File: src/rtl/arc4_ksa_param.sv
// ARC4 key-scheduling engine with a generic S depth (2^DATA_W) and a
// run-time key length. It fills S with the identity permutation and then
// runs the KSA swap loop, all over an external single-port synchronous
// S memory. Each start request runs both phases back to back.
module arc4_ksa_param #(
  parameter int DATA_W    = 8,
  parameter int KEY_BYTES = 3
) (
  input  logic                               clk,
  input  logic                               rst,
  input  logic                               en,
  output logic                               rdy,
  input  logic [8*KEY_BYTES-1:0]             key,
  input  logic [$clog2(KEY_BYTES+1)-1:0]     key_len,
  output logic [DATA_W-1:0]                  mem_addr,
  output logic [DATA_W-1:0]                  mem_wrdata,
  output logic                               mem_wren,
  input  logic [DATA_W-1:0]                  mem_rddata
);

  localparam int LEN_W  = $clog2(KEY_BYTES + 1);
  localparam int KIDX_W = (KEY_BYTES > 1) ? $clog2(KEY_BYTES) : 1;

  // One state per memory cycle. After CAPJ the value of S[j] lives in
  // mem_wrdata, so no separate sj register is kept.
  typedef enum logic [2:0] {
    S_IDLE,
    S_INIT,
    S_RDI,
    S_CAPI,
    S_RDJ,
    S_CAPJ,
    S_WRI,
    S_WRJ
  } state_t;

  state_t              state;
  logic [DATA_W-1:0]   i;
  logic [DATA_W-1:0]   j;
  logic [DATA_W-1:0]   si;
  logic [KIDX_W-1:0]   kidx;
  logic [8*KEY_BYTES-1:0] key_q;
  logic [LEN_W-1:0]    len_q;     // effective key length, always 1..KEY_BYTES

  logic [LEN_W-1:0]    len_eff;
  logic [DATA_W-1:0]   key_byte;
  logic [DATA_W-1:0]   j_next;
  logic                kidx_last;

  // Clamp an out-of-range key length (0 or above KEY_BYTES) to the maximum.
  always_comb begin
    // NOTE: every signal written in a combinational block gets a default
    // first, so no path leaves it unassigned and no latch is inferred.
    len_eff = key_len;
    if (key_len == '0 || int'(key_len) > KEY_BYTES)
      len_eff = LEN_W'(KEY_BYTES);
  end

  // Select key byte kidx from the right-aligned key; only constant slices,
  // so this becomes a plain mux. Narrow S widths take the low key bits.
  always_comb begin
    key_byte = '0;
    for (int k = 0; k < KEY_BYTES; k++) begin
      if (int'(len_q) - 1 - int'(kidx) == k)
        key_byte = key_q[8*k +: DATA_W];
    end
  end

  // Index arithmetic wraps naturally at DATA_W bits (mod N).
  always_comb begin
    j_next    = j + mem_rddata + key_byte;
    kidx_last = (int'(kidx) == int'(len_q) - 1);
  end

  // Main FSM: all memory-port outputs are registered and set on the edge
  // that enters the cycle in which they are used.
  always_ff @(posedge clk or posedge rst) begin
    if (rst) begin
      state      <= S_IDLE;
      rdy        <= 1'b1;
      mem_wren   <= 1'b0;
      mem_addr   <= '0;
      mem_wrdata <= '0;
      i          <= '0;
      j          <= '0;
      si         <= '0;
      kidx       <= '0;
      key_q      <= '0;
      len_q      <= '0;
    end else begin
      // NOTE: sequential state uses non-blocking assignments so every
      // register samples pre-edge values regardless of statement order.
      case (state)
        S_IDLE: begin
          if (en) begin
            key_q      <= key;
            len_q      <= len_eff;
            i          <= '0;
            rdy        <= 1'b0;
            mem_addr   <= '0;
            mem_wrdata <= '0;
            mem_wren   <= 1'b1;
            state      <= S_INIT;
          end
        end
        S_INIT: begin
          if (i == '1) begin
            i        <= '0;
            j        <= '0;
            kidx     <= '0;
            mem_addr <= '0;
            mem_wren <= 1'b0;
            state    <= S_RDI;
          end else begin
            i          <= i + DATA_W'(1);
            mem_addr   <= i + DATA_W'(1);
            mem_wrdata <= i + DATA_W'(1);
          end
        end
        S_RDI: begin
          state <= S_CAPI;
        end
        S_CAPI: begin
          si       <= mem_rddata;
          j        <= j_next;
          mem_addr <= j_next;
          state    <= S_RDJ;
        end
        S_RDJ: begin
          state <= S_CAPJ;
        end
        S_CAPJ: begin
          mem_addr   <= i;
          mem_wrdata <= mem_rddata;
          mem_wren   <= 1'b1;
          state      <= S_WRI;
        end
        S_WRI: begin
          // When i == j this rewrites S[i] with si, leaving it unchanged.
          mem_addr   <= j;
          mem_wrdata <= si;
          state      <= S_WRJ;
        end
        S_WRJ: begin
          i        <= i + DATA_W'(1);
          kidx     <= kidx_last ? '0 : kidx + KIDX_W'(1);
          mem_wren <= 1'b0;
          if (i == '1) begin
            rdy   <= 1'b1;
            state <= S_IDLE;
          end else begin
            mem_addr <= i + DATA_W'(1);
            state    <= S_RDI;
          end
        end
        default: begin
          state    <= S_IDLE;
          rdy      <= 1'b1;
          mem_wren <= 1'b0;
        end
      endcase
    end
  end

endmodule

File: config.mk
export PLATFORM = sky130hd
export DESIGN_NAME = arc4_ksa_param
export DESIGN_NICKNAME = d
export VERILOG_FILES = /design/src/rtl/arc4_ksa_param.sv
export SDC_FILE = /design/constraint.sdc
export NUM_CORES = 1
export LEC_CHECK = 0
export BUFFER_PORTS_ARGS = -buffer_cell sky130_fd_sc_hd__buf_2
export CELL_PAD_IN_SITES_DETAIL_PLACEMENT = 1
export CELL_PAD_IN_SITES_GLOBAL_PLACEMENT = 2
export CORE_ASPECT_RATIO = 1.75
export CORE_UTILIZATION = 30
export CTS_BUF_LIST = sky130_fd_sc_hd__clkbuf_4
export CTS_CLUSTER_SIZE = 16
export DETAILED_ROUTE_END_ITERATION = 8
export GPL_TIMING_DRIVEN = 0
export MAX_ROUTING_LAYER = met4
export PLACE_DENSITY = 0.75
export SETUP_SLACK_MARGIN = 0.15
export SYNTH_ARGS = -nofsm -noshare
export SYNTH_HDL_FRONTEND = slang
export SYNTH_SLANG_ARGS = --single-unit
File: constraint.sdc
create_clock -name clk -period 5.2 [get_ports clk]
set_input_delay 0.78 -clock clk [delete_from_list [all_inputs] [get_ports clk]]
set_output_delay 0.78 -clock clk [all_outputs]
set_load 0.05 [all_outputs]
Word level (Yosys, flattened, before mapping)
Index checks and enable logic that the tools add are counted.
{"block": "classes", "n_addsub": 6, "multipliers": 0, "div_mod_pow": 0, "n_lt_le_gt_ge": 0, "n_eq_ne": 16, "n_shift": 0, "mux": 25, "n_bitwise": 0, "n_reduce_logical": 19}
{"op": "$mux W8", "n": 7}
{"op": "$pmux W8 S6", "n": 1}
{"op": "$eq A32 B2 Y1 const B", "n": 1}
{"op": "$eq A32 B3 Y1 const B", "n": 1}
{"op": "$logic_not A32 Y1", "n": 1}
{"op": "$pmux W8 S4", "n": 1}
{"op": "$pmux W3 S8", "n": 1}
{"op": "$pmux W8 S3", "n": 1}
{"op": "$add A8 B8 Y8", "n": 2}
{"op": "$pmux W8 S2", "n": 1}
{"op": "$eq A3 B3 Y1 const B", "n": 4}
{"op": "$reduce_and A3 Y1", "n": 4}
{"op": "$ne A2 B2 Y1 const B", "n": 5}
{"op": "$reduce_and A2 Y1", "n": 5}
{"op": "$add A8 B1 Y8 const B", "n": 1}
{"op": "$eq A8 B8 Y1 const B", "n": 1}
{"op": "$mux W2", "n": 4}
{"op": "$reduce_bool A4 Y1", "n": 2}
{"op": "$eq A3 B2 Y1 const B", "n": 2}
{"op": "$mux W3", "n": 2}
{"op": "$reduce_bool A2 Y1", "n": 3}
{"op": "$reduce_bool A6 Y1", "n": 1}
{"op": "$mux W1", "n": 4}
{"op": "$pmux W1 S4", "n": 1}
{"op": "other kinds (10)", "n": 10}
{"block": "word_totals", "ff_bits": 73, "latchBits": 0, "ram_bits": 0, "romBits": 0, "output_inout_bits": 18, "elab_cells": 77, "n_memories": 0}

Logic depth before layout (Yosys ltp)
{"block": "logic_depth", "ltp_word": 8, "mapped_depth": 17}

Worst setup path after synthesis
No wires, ideal clock.
{"block": "synth_timing", "path_kind": "register to register", "from": "reg len_q[0]", "to": "reg mem_addr[7]", "setup_time_ps": 87, "arrival_ps": 3935, "required_ps": 5113, "setup_slack_ps": 1178, "path_stages_with_launch": 18, "path_buffers": 2, "period_less_slack_ps": 4022, "path_cell_list": "dfrtp_1 -> inv_1 -> ha_1 -> fa_1 -> buf_2 -> buf_1 -> nand2_1 -> o21ai_0 -> nand2b_1 -> fa_1 -> inv_1 -> ha_1 -> fa_1 -> a211oi_1 -> o21bai_1 -> a21oi_1 -> xnor3_1 -> o211ai_1"}
{"block": "synth_via", "elab_chain_cells": 8, "word_cells_on_any_way": 10}
{"element": "from (decl)", "line_no": "43", "source": "logic [LEN_W-1:0] len_q;"}
{"element": "from (signal assigned)", "line_no": "97", "source": "len_q <= len_eff;"}
{"element": "$sub A2 B1 Y3 *", "line_no": "64", "source": "if (int'(len_q) - 1 - int'(kidx) == k)"}
{"element": "$sub A3 B3 Y4 *", "line_no": "64"}
{"element": "$logic_not A32 Y1", "line_no": "64"}
{"element": "$mux W8 (2 in series)", "line_no": "64"}
{"element": "$mux W8 *", "line_no": "64"}
{"element": "$add A8 B8 Y8 *", "line_no": "71", "source": "j_next = j + mem_rddata + key_byte;"}
{"element": "$pmux W8 S6 *", "line_no": "93", "source": "case (state)"}
{"element": "to (signal assigned)", "line_no": "116", "source": "mem_addr <= i + DATA_W'(1);"}
{"element": "to (signal assigned)", "line_no": "126", "source": "mem_addr <= j_next;"}
{"element": "to (signal assigned)", "line_no": "133", "source": "mem_addr <= i;"}
{"element": "to (decl)", "line_no": "15", "source": "output logic [DATA_W-1:0] mem_addr,"}
Mark *: on every way between the ends. The rest lies on a longest branch, timed or not.
A chain may end at the register's enable or synchronous reset.

Worst setup path after layout
{"block": "layout_timing", "from": "reg len_q[0]", "to": "reg mem_addr[5]"}
Same word-level chain as after synthesis.

==> out/results.tsv <==
stage	metric	value	unit
global_routing	gr usage total	21.0	%
synth	Syn. warnings	0	
sta	Fmax	213	MHz
synth	synthesized cell area	4260	um^2
flow_run	number of max-cap violations	0	
clock_network	H-tree depth	3	
global_routing	grt ovf	0	
clock_network	hold_buf cts	0	
sta	RSZ-0062 raised after global routing	no	
final_layout	Total Nets Final	614	
sta	Slew HR	43.8	%
synth	Post-synth EDFFs	0	
sta	setup TNS	0	ns
route	DR WL/cell	18.8	um
final_layout	Layout Area Growth over Synthesis	16.9	%
route	Avg Vias per Cell	5.05	
die	Boundary Pins	55	
die	starting density of the core	30.8	%
global_routing	first-pass GRT wire length	22.5	mm
critical_path	data required time of the worst path	5.53	ns
critical_path	crit-path max FO	10	
critical_path	CP Data Arrival Time	5.02	ns
critical_path	crit path kind	flop to flop	
die	FP Rows	57	
min_path	hold crit path type	input pin to asynchronous set/reset pin	
clock_network	post-CTS setup buffers	0	
placement	Port Buffer Count	54	
die	die width	92.0	um
sta	hold slack final	0.310	ns
global_routing	largest net degree at the start of global routing	47	
route	Initial DRC Count	152	
synth	dominant cell type by area after synthesis	dfrtp_1	
die	Die ar.	14700	um^2
synth	largest family of logic cells by synthesized area	simple AND/OR/NAND/NOR gates	
global_routing	gr busiest metal	met2	
clock_network	Reg clk slew, reported paths	0.14	ns
clock_network	Clock Sinks	73	
synth	Synth Area in Adders	7.17	%
pwr	leakage power	2.40	nW
synth	Primary FF master, synth	dfrtp_1	
critical_path	worst r2r path cells	17	
route	Vias	3739	
pwr	Pwr Density	376	nW/um^2
sta	fin crit share	90.2	%
pwr	Tot Pwr	1.87	mW
pwr	Max VDD drop	0.144	mV
synth	ys async rst share	100	%
sta	Least-Margin Pin Slew	0.838	ns
clock_network	CTS tree	yes	
clock_network	post_cts resized	0	
synth	Synth Area in Simple Gates	21.4	%
synth	post-synthesis compound-gate area fraction	18.8	%
clock_network	Root Buffer	clkbuf_4	
synth	Synth top area share	42.3	%
global_routing	met1 usage	21.2	%
clock_network	CTS Buf Count	9	
die	Die Height	160	um
placement	cell total after placement	724	
final_layout	filler cell count	1702	
route	final wirelength	14.0	mm
sta	Final min period	4.69	ns
synth	top cells by area in the synthesized netlist	dfrtp_1, nand2_1, fa_1	
global_routing	met3 Usage GRT	2.77	%
route	drt first pass iters	4	
synth	mean cell area of the mapped netlist	8.65	um^2
sta	Fin. Hold Viols	0	
sta	# setup viols final	0	
final_layout	layout cells sized above 1	17.9	%
synth	post-synth cell types	57	
critical_path	Setup crit start kind	flop	
synth	register area share after synthesis	43.0	%
synth	Gate Count Post-Synth	492	
synth	XOR/XNOR Fraction of Synth Area	2.79	%
placement	HPWL Detailed	11.2	mm
clock_network	maximum clock path buffer count	2	
synth	Net Count, Synth	548	
critical_path	R2R Path End	mem_addr[5]	
status	status	finished clean	
sta	Fin Clk Skew	0.0222	ns
sta	Final Max Slew Viols	0	
global_routing	antenna violations before repair	1	
critical_path	worst reg-to-reg setup slack	0.51	ns
synth	synthesis-stage register bit count	73	
synth	mux contribution to synthesized area	2.59	%
global_routing	M2 GR Usage	39.2	%
placement	gpl congestion	0.877	
route	Antenna Nets Post-Route	0	
final_layout	final cell count without fillers	741	
die	Core Area	13800	um^2
critical_path	crit path capture type	flop	
clock_network	Clock Latency Late Sink	0.45	ns
global_routing	number of global-route vias before repair	4113	
route	DRC viols	0	
critical_path	R2R Path Start	len_q[0]	
registers in the layout, summed over array words and instances (netlist names):
| register | cells |
|---|---|
| rdy | 1 |
| i | 8 |
| si | 8 |
| mem_wrdata | 8 |
| j | 8 |
| mem_wren | 1 |
| key_q | 24 |
| len_q | 2 |
| mem_addr | 8 |
| state | 3 |
| kidx | 2 |
cell usage in the layout, fill, tap and decap left out, types with 4 or more instances in the layout:
master | synthesis | layout
a21oi_1 | 25 | 25
nor2b_1 | 4 | 4
buf_2 | 10 | 64
a22oi_1 | 12 | 12
fa_1 | 9 | 9
o22ai_1 | 7 | 7
inv_1 | 17 | 16
ha_1 | 10 | 10
nand2b_1 | 4 | 4
buf_1 | 4 | 4
a22o_1 | 9 | 9
clkbuf_4 | 0 | 9
nand3_1 | 5 | 5
clkbuf_1 | 10 | 10
o211ai_1 | 6 | 6
dfrtp_1 | 72 | 72
nand2_1 | 141 | 141
o21ai_0 | 31 | 31
nor2_1 | 38 | 38
mux2_2 | 8 | 8
a21o_1 | 4 | 4
xor2_1 | 4 | 4
xnor2_1 | 7 | 7
metal layers:
metal	vias to the layer above	part of all wire, %
met3	22	2.5
met5	-	0
met2	70	58
met1	1827	36
li1	1820	-
met4	0	3.5
worst max path at each step:
stage | slack, ns | cells after the start | to | start
after CTS | 0.48 | 17 | j[7] | len_q[0]
after floorplan | 1.18 | 17 | mem_addr[7] | len_q[0]
after global routing | 0.20 | 17 | j[7] | len_q[0]
after global placement | 0.57 | 17 | mem_addr[5] | len_q[0]
after detailed placement | 0.50 | 17 | mem_addr[5] | len_q[0]
final | 0.51 | 17 | mem_addr[5] | len_q[0]
per-stage QoR:
step	setup slack (ns)	utilization [%]	area, um^2
6_report	0.509	36.0	4970
3_5_place_dp	0.502	34.5	4780
2_1_floorplan	1.18	-	4260
4_1_cts	0.480	35.9	4970
5_1_grt	0.198	36.0	4970
3_3_place_gp	0.572	34.3	4750
synthesized netlist by cell type, types with 9 or more instances:
library cell / count
a21oi_1: 25
a22o_1: 9
a22oi_1: 12
buf_2: 10
clkbuf_1: 10
dfrtp_1: 72
fa_1: 9
ha_1: 10
inv_1: 17
nand2_1: 141
nor2_1: 38
o21ai_0: 31
kinds of logic (layout without fill, tap and decap cells):
| kind of cell | after synthesis | count (layout) |
|---|---|---|
| AND/OR/NAND/NOR | 214 | 214 |
| AO/OA/AOI/OAI | 121 | 121 |
| flip-flops | 73 | 73 |
| buffers and inverters | 43 | 114 |
| adder cells (fa/ha/maj) | 19 | 19 |
| XOR/XNOR | 12 | 12 |
| multiplexers | 10 | 10 |
| other | 0 | 1 |
worst max-delay path, stage by stage, from the launching register on:
cell      delay, ns
dfrtp_1        0.38
inv_1          0.06
ha_1           0.33
fa_1           0.53
buf_2          0.21
buf_1          0.39
nand2_1        0.09
o21ai_0        0.19
nand2b_1       0.10
fa_1           0.48
inv_1          0.05
ha_1           0.22
fa_1           0.42
a21o_1         0.18
a211oi_1       0.42
nor3_1         0.13
o21ai_0        0.26
nand4_1        0.13
final cells by class:
type,instances,area (um^2),area share [%]
clock buffer,9,67.6,1.36
tap,177,221,4.45
clock inverter,7,128,2.57
timing repair buffer,55,298,5.99
inverter,17,66.3,1.33
multi-input combinational,376,2250,45.2
buffer,26,115,2.31
antenna,1,2.50,0.0503
sequential,73,1830,36.7
report_power, final:
| group | switching, mW | internal (mW) |
|---|---|---|
| sequential | 0.0548 | 0.624 |
| clock | 0.242 | 0.249 |
| combinational | 0.400 | 0.304 |
| total | 0.696 | 1.18 |
No activity file was read; power rests on OpenSTA's default activity.
